## src/rtl/ps2_rx_frame_pkg.sv

```systemverilog
// rtl/ps2_rx_frame_pkg.sv - shared PS/2 receive definitions: frame FSM states, data width, parity helper
`timescale 1ns/1ps
package ps2_rx_frame_pkg;

  localparam int PS2_DATA_BITS = 8;

  typedef enum logic [1:0] {
    ST_IDLE   = 2'd0,
    ST_DATA   = 2'd1,
    ST_PARITY = 2'd2,
    ST_STOP   = 2'd3
  } ps2_state_t;

  // Odd parity: data plus parity bit must hold an odd number of ones.
  function automatic logic odd_parity_ok(input logic [PS2_DATA_BITS-1:0] d, input logic p);
    return ^{d, p};
  endfunction

endpackage

```

## src/rtl/ps2_clk_filter.sv

```systemverilog
// rtl/ps2_clk_filter.sv - PS/2 clock synchroniser and deglitcher with a falling-edge pulse
`timescale 1ns/1ps
module ps2_clk_filter #(
  parameter int FILTER_LEN = 8
) (
  input  logic clk,
  input  logic rst,
  input  logic ps2_clk,
  output logic fall
);

  localparam logic [7:0] CNT_LAST = 8'(FILTER_LEN - 1);

  logic [1:0] sync;
  logic       clk_filt;
  logic [7:0] cnt;

  // Filtered clock only moves after FILTER_LEN consecutive disagreeing samples.
  always_ff @(posedge clk or posedge rst) begin
    if (rst) begin
      sync     <= 2'b11;
      clk_filt <= 1'b1;
      cnt      <= 8'd0;
      fall     <= 1'b0;
    end else begin
      sync <= {sync[0], ps2_clk};
      fall <= 1'b0;
      if (sync[1] == clk_filt) begin
        cnt <= 8'd0;
      end else if (cnt == CNT_LAST) begin
        clk_filt <= sync[1];
        cnt      <= 8'd0;
        fall     <= clk_filt;
      end else begin
        cnt <= cnt + 8'd1;
      end
    end
  end

endmodule

```

## src/rtl/ps2_rx_frame.sv

```systemverilog
// rtl/ps2_rx_frame.sv - PS/2 device-to-host frame receiver emitting one byte per good frame
`timescale 1ns/1ps
module ps2_rx_frame
  import ps2_rx_frame_pkg::*;
#(
  parameter int FILTER_LEN  = 8,
  parameter int BIT_TIMEOUT = 10000
) (
  input  logic       clk,
  input  logic       rst,
  input  logic       ps2_clk,
  input  logic       ps2_data,
  output logic [7:0] byte_data,
  output logic       byte_valid,
  output logic       frame_err,
  output logic       busy
);

  localparam int TW = $clog2(BIT_TIMEOUT);
  localparam int CW = $clog2(PS2_DATA_BITS);
  localparam logic [TW-1:0] T_LAST   = TW'(BIT_TIMEOUT - 1);
  localparam logic [CW-1:0] CNT_LAST = CW'(PS2_DATA_BITS - 1);

  ps2_state_t state, state_nxt;
  logic [1:0] data_sync;
  logic       d;
  logic       fall;
  logic       timeout;
  logic [PS2_DATA_BITS-1:0] sr, sr_nxt;
  logic [CW-1:0] cnt, cnt_nxt;
  logic       par, par_nxt;
  logic [TW-1:0] tcnt;
  logic       valid_nxt, err_nxt;

  ps2_clk_filter #(.FILTER_LEN(FILTER_LEN)) u_clk_filter (
    .clk     (clk),
    .rst     (rst),
    .ps2_clk (ps2_clk),
    .fall    (fall)
  );

  assign d       = data_sync[1];
  assign busy    = (state != ST_IDLE);
  assign timeout = (state != ST_IDLE) && (tcnt == T_LAST);

  // A timeout wins over a fall arriving in the same cycle.
  always_comb begin
    state_nxt = state;
    sr_nxt    = sr;
    cnt_nxt   = cnt;
    par_nxt   = par;
    valid_nxt = 1'b0;
    err_nxt   = 1'b0;
    if (timeout) begin
      state_nxt = ST_IDLE;
      err_nxt   = 1'b1;
    end else if (fall) begin
      case (state)
        ST_IDLE: begin
          if (!d) begin
            state_nxt = ST_DATA;
            cnt_nxt   = '0;
          end
        end
        ST_DATA: begin
          sr_nxt = {d, sr[PS2_DATA_BITS-1:1]};
          if (cnt == CNT_LAST) state_nxt = ST_PARITY;
          else                 cnt_nxt   = cnt + 1'b1;
        end
        ST_PARITY: begin
          par_nxt   = d;
          state_nxt = ST_STOP;
        end
        ST_STOP: begin
          if (d && odd_parity_ok(sr, par)) valid_nxt = 1'b1;
          else                             err_nxt   = 1'b1;
          state_nxt = ST_IDLE;
        end
        default: state_nxt = ST_IDLE;
      endcase
    end
  end

  always_ff @(posedge clk or posedge rst) begin
    if (rst) begin
      state      <= ST_IDLE;
      data_sync  <= 2'b11;
      sr         <= '0;
      cnt        <= '0;
      par        <= 1'b0;
      tcnt       <= '0;
      byte_data  <= 8'd0;
      byte_valid <= 1'b0;
      frame_err  <= 1'b0;
    end else begin
      state      <= state_nxt;
      data_sync  <= {data_sync[0], ps2_data};
      sr         <= sr_nxt;
      cnt        <= cnt_nxt;
      par        <= par_nxt;
      byte_valid <= valid_nxt;
      frame_err  <= err_nxt;
      if (valid_nxt) byte_data <= sr;
      if (state == ST_IDLE || fall || timeout) tcnt <= '0;
      else                                     tcnt <= tcnt + 1'b1;
    end
  end

endmodule

```

## config.mk

```make
export PLATFORM = sky130hd
export DESIGN_NAME = ps2_rx_frame
export DESIGN_NICKNAME = d
export VERILOG_FILES = /design/src/rtl/ps2_rx_frame_pkg.sv /design/src/rtl/ps2_clk_filter.sv /design/src/rtl/ps2_rx_frame.sv
export SDC_FILE = /design/constraint.sdc
export NUM_CORES = 1
export LEC_CHECK = 0
export CORE_MARGIN = 2
export CORE_UTILIZATION = 52
export CTS_BUF_LIST = sky130_fd_sc_hd__clkbuf_8 sky130_fd_sc_hd__clkbuf_16
export DETAILED_ROUTE_END_ITERATION = 16
export HOLD_SLACK_MARGIN = 0.06
export PLACE_DENSITY = 0.74
export SETUP_SLACK_MARGIN = 0.4
export SYNTH_ARGS = -nofsm -noshare
export SYNTH_HDL_FRONTEND = slang
export SYNTH_SLANG_ARGS = --single-unit
```

## constraint.sdc

```tcl
create_clock -name clk -period 2.1 [get_ports clk]
set_input_delay 0.42 -clock clk [delete_from_list [all_inputs] [get_ports clk]]
set_output_delay 0.42 -clock clk [all_outputs]
set_load 0.01 [all_outputs]
```

==> impl_metrics.sql <==
INSERT INTO impl_metrics (metric_group, metric, value, unit) VALUES
('die', 'die_y', '71.5', 'um'),
('global_routing', 'grt_antenna_before_repair', '0', ''),
('clock_network', 'insertion_delay', '310', 'ps'),
('clock_network', 'tritoncts', 'yes', ''),
('synthesis', 'count_of_flip_flops_with_a_built_in_enable_after_synthesis', '0', ''),
('power_and_ir_drop', 'total_leakage_power', '1.53', 'nW'),
('setup_path', 'worst-r2r-cell-count', '6', ''),
('hold_path', 'worstHoldEndpoint', 'data_sync[1]', ''),
('die', 'floorplan.io_pins', '15', ''),
('power_and_ir_drop', 'clock_share_of_power', '32.0', '%'),
('sta', 'finalWorstSetupSlack', '85.1', 'ps'),
('detailed_routing', 'number_of_drc_violations_after_detailed_routing', '0', ''),
('power_and_ir_drop', 'power.density_cell_area', '562', 'mW/mm2'),
('setup_path', 'crit_family', 'XOR/XNOR gates', ''),
('synthesis', 'cells_after_synth', '198', ''),
('detailed_routing', 'detail-route-antenna-nets', '0', ''),
('detailed_routing', 'detail_route.first_pass.iterations', '4', ''),
('sta', 'rsz0062_at_grt', 'yes', ''),
('power_and_ir_drop', 'vdd_drop_max', '0.355', 'mV'),
('power_and_ir_drop', 'switching_share_of_power', '25.1', '%'),
('synthesis', 'post_synth_main_area_contributors', 'sky130_fd_sc_hd__dfrtp_1, sky130_fd_sc_hd__mux2_2, sky130_fd_sc_hd__dfstp_2', ''),
('hold_path', 'depth_of_the_worst_hold_timing_path', '0', ''),
('detailed_routing', 'post_drt_wl_per_cell', '18.2', 'um'),
('sta', 'totalNegativeSetupSlack', '0', 'ps'),
('setup_path', 'critPathKind', 'reg2reg', ''),
('setup_path', 'crit_path_end_kind', 'register', ''),
('synthesis', 'synth.top_cells.by_count', 'sky130_fd_sc_hd__dfrtp_1, sky130_fd_sc_hd__nor2_1, sky130_fd_sc_hd__mux2_2, sky130_fd_sc_hd__xnor2_1, sky130_fd_sc_hd__nand2_1', ''),
('power_and_ir_drop', 'power', '1.79', 'mW'),
('place', 'io_buffers', '14', ''),
('synthesis', 'synth_top_cell_area_share', '49.7', '%'),
('place', 'routabilityCongestion', '0.759', ''),
('place', 'postPlaceCellArea', '0.00266', 'mm2'),
('synthesis', 'post_syn_area', '0.00237', 'mm2'),
('clock_network', 'clock-root-buffer', 'sky130_fd_sc_hd__clkbuf_8', ''),
('synthesis', 'post_synth_num_cell_types', '35', ''),
('clock_network', 'path_clk_slew', '100', 'ps'),
('sta', 'timing.final.crit_share', '95.9', '%'),
('final_layout', 'post_layout_instance_area', '0.00318', 'mm2'),
('sta', 'clock.fmax', '0.496', 'GHz'),
('synthesis', 'synth.avg_cell_area', '12.0', 'um2'),
('sta', 'setup_viol_count_final', '0', ''),
('final_layout', 'fillCellCount', '293', ''),
('sta', 'layout_min_cycle_time', '2010', 'ps'),
('synthesis', 'synth-warning-count', '0', ''),
('setup_path', 'critPathLaunchType', 'register', ''),
('detailed_routing', 'totalWireLength', '5580', 'um'),
('die', 'floorplan.core_area', '0.00438', 'mm2'),
('die', 'chipWidth', '71.5', 'um'),
('status', 'outcome', 'finished clean', ''),
('setup_path', 'crit_path_largest_cell_delay', '470', 'ps'),
('global_routing', 'via_count_of_the_first_global_routing_pass', '1729', ''),
('synthesis', 'synth-seq-cells', '52', ''),
('final_layout', 'fin_util', '72.5', '%'),
('synthesis', 'postSynthNetCount', '211', ''),
('sta', 'report.final.slew_viol_count', '0', ''),
('hold_path', 'min-delay-path-class', 'reg2reg', ''),
('die', 'floorplan.initialDensity', '54.0', '%'),
('detailed_routing', 'drt_iter0_drc', '107', ''),
('clock_network', 'clockBufferDepth', '2', ''),
('setup_path', 'cp_data_required_time', '2300', 'ps'),
('clock_network', 'cts_hold_repair.buffers', '0', ''),
('clock_network', 'cts_buf_count', '5', ''),
('place', 'dp_hpwl', '2940', 'um'),
('sta', 'maxSlewHeadroom', '64.7', '%'),
('global_routing', 'grt_overflow', '0', ''),
('final_layout', 'footprint_of_the_multi_input_gates', '0.00124', 'mm2'),
('detailed_routing', 'met2_routed_length', '2960', 'um'),
('setup_path', 'crit-reg2reg-capture', 'byte_data[1]', ''),
('clock_network', 'ctsHtreeMaxLevel', '2', ''),
('sta', 'worst_pin_slew', '529', 'ps'),
('setup_path', 'crit_path_cell_trace', 'xnor2_1 > xnor3_1 > xnor2_2 > buf_4 > nand4_4 > mux2_2', '');
## worst reg2reg max path: stages (launching register included)
cell and delay [ps]:
sky130_fd_sc_hd__dfrtp_1 420, sky130_fd_sc_hd__xnor2_1 200, sky130_fd_sc_hd__xnor3_1 470, sky130_fd_sc_hd__xnor2_2 190, sky130_fd_sc_hd__buf_4 150, sky130_fd_sc_hd__nand4_4 150
sky130_fd_sc_hd__mux2_2 310
## registers in the layout, summed over array words and instances, names as in the netlist
| name | flops |
|---|---|
| tcnt | 14 |
| byte_data | 8 |
| sr | 8 |
| u_clk_filter.cnt | 8 |
| cnt | 3 |
| data_sync | 2 |
| state | 2 |
| u_clk_filter.sync | 2 |
| byte_valid | 1 |
| frame_err | 1 |
| par | 1 |
| u_clk_filter.clk_filt | 1 |
| u_clk_filter.fall | 1 |
## layout make-up
| type | instances | area share, % |
|---|---|---|
| Tap cell | 52 | 2.05 |
| Inverter | 10 | 1.18 |
| Timing Repair Buffer | 49 | 14.0 |
| Multi-Input combinational cell | 135 | 38.9 |
| Clock buffer | 5 | 2.16 |
| Clock inverter | 3 | 0.630 |
| Sequential cell | 52 | 41.1 |
## power by group through the flow
stage	Combinational, mW	Sequential [mW]	Clock [mW]
after floorplan	0.101	1.09	0
after global placement	0.122	1.09	0
after detailed placement	0.131	1.09	0
after CTS	0.136	1.08	0.572
after global routing	0.165	1.08	0.609
final	0.138	1.08	0.572
## cell families (layout without fill, tap and decap cells)
group                    Yosys count  after routing  synth area share [%]
adder cells (fa/ha/maj)            9              9                  4.76
XOR/XNOR                          26             26                  10.5
flip-flops                        52             52                  55.2
buffers and inverters             13             67                  2.11
AND/OR/NAND/NOR                   71             73                  15.4
multiplexers                      21             21                  9.88
AO/OA/AOI/OAI                      6              6                  2.06
## worst max path at each step
stage | end | slack [ps] | from | depth (start not counted)
3_5_place_dp | cnt[0] | 170 | tcnt[0] | 6
6_report | byte_data[1] | 90 | sr[5] | 6
2_1_floorplan | cnt[0] | 280 | tcnt[0] | 6
5_1_grt | byte_data[5] | 10 | sr[5] | 6
4_1_cts | byte_data[7] | 150 | sr[3] | 6
3_3_place_gp | byte_data[5] | 180 | sr[3] | 5
## cell usage in the layout (no fill, tap or decap), types with 2 or more instances in the layout
cell type                         count
sky130_fd_sc_hd__and3_1               4
sky130_fd_sc_hd__buf_4               27
sky130_fd_sc_hd__buf_6                7
sky130_fd_sc_hd__clkbuf_8             5
sky130_fd_sc_hd__clkdlybuf4s50_1     13
sky130_fd_sc_hd__dfrtp_1             47
sky130_fd_sc_hd__dfstp_2              5
sky130_fd_sc_hd__ha_1                 7
sky130_fd_sc_hd__ha_4                 2
sky130_fd_sc_hd__inv_1                7
sky130_fd_sc_hd__inv_2                4
sky130_fd_sc_hd__mux2_2               8
sky130_fd_sc_hd__mux2_4              11
sky130_fd_sc_hd__mux2i_1              2
sky130_fd_sc_hd__nand2_1             10
sky130_fd_sc_hd__nand2_4              2
sky130_fd_sc_hd__nand3_1              8
sky130_fd_sc_hd__nand4_1              4
sky130_fd_sc_hd__nand4_4              2
sky130_fd_sc_hd__nor2_1              14
sky130_fd_sc_hd__nor2_2              10
sky130_fd_sc_hd__nor2_4               3
sky130_fd_sc_hd__nor3_1               2
sky130_fd_sc_hd__or3_4                2
sky130_fd_sc_hd__xnor2_1             14
sky130_fd_sc_hd__xor2_1              10
## layer usage
layer	track usage, %	vias up
li1	-	782
met3	4.50	20
met1	26.8	857
met5	0	-
met4	9.85	0
met2	36.0	58
## repair_timing
action	4_1_cts	5_1_grt
gates cloned	2	0
setup endpoints to repair	37	46
hold endpoints to repair	0	0
pin swaps	10	16
buffers inserted	19	14
resized for setup	11	33
Power figures use the tool's default switching activity.
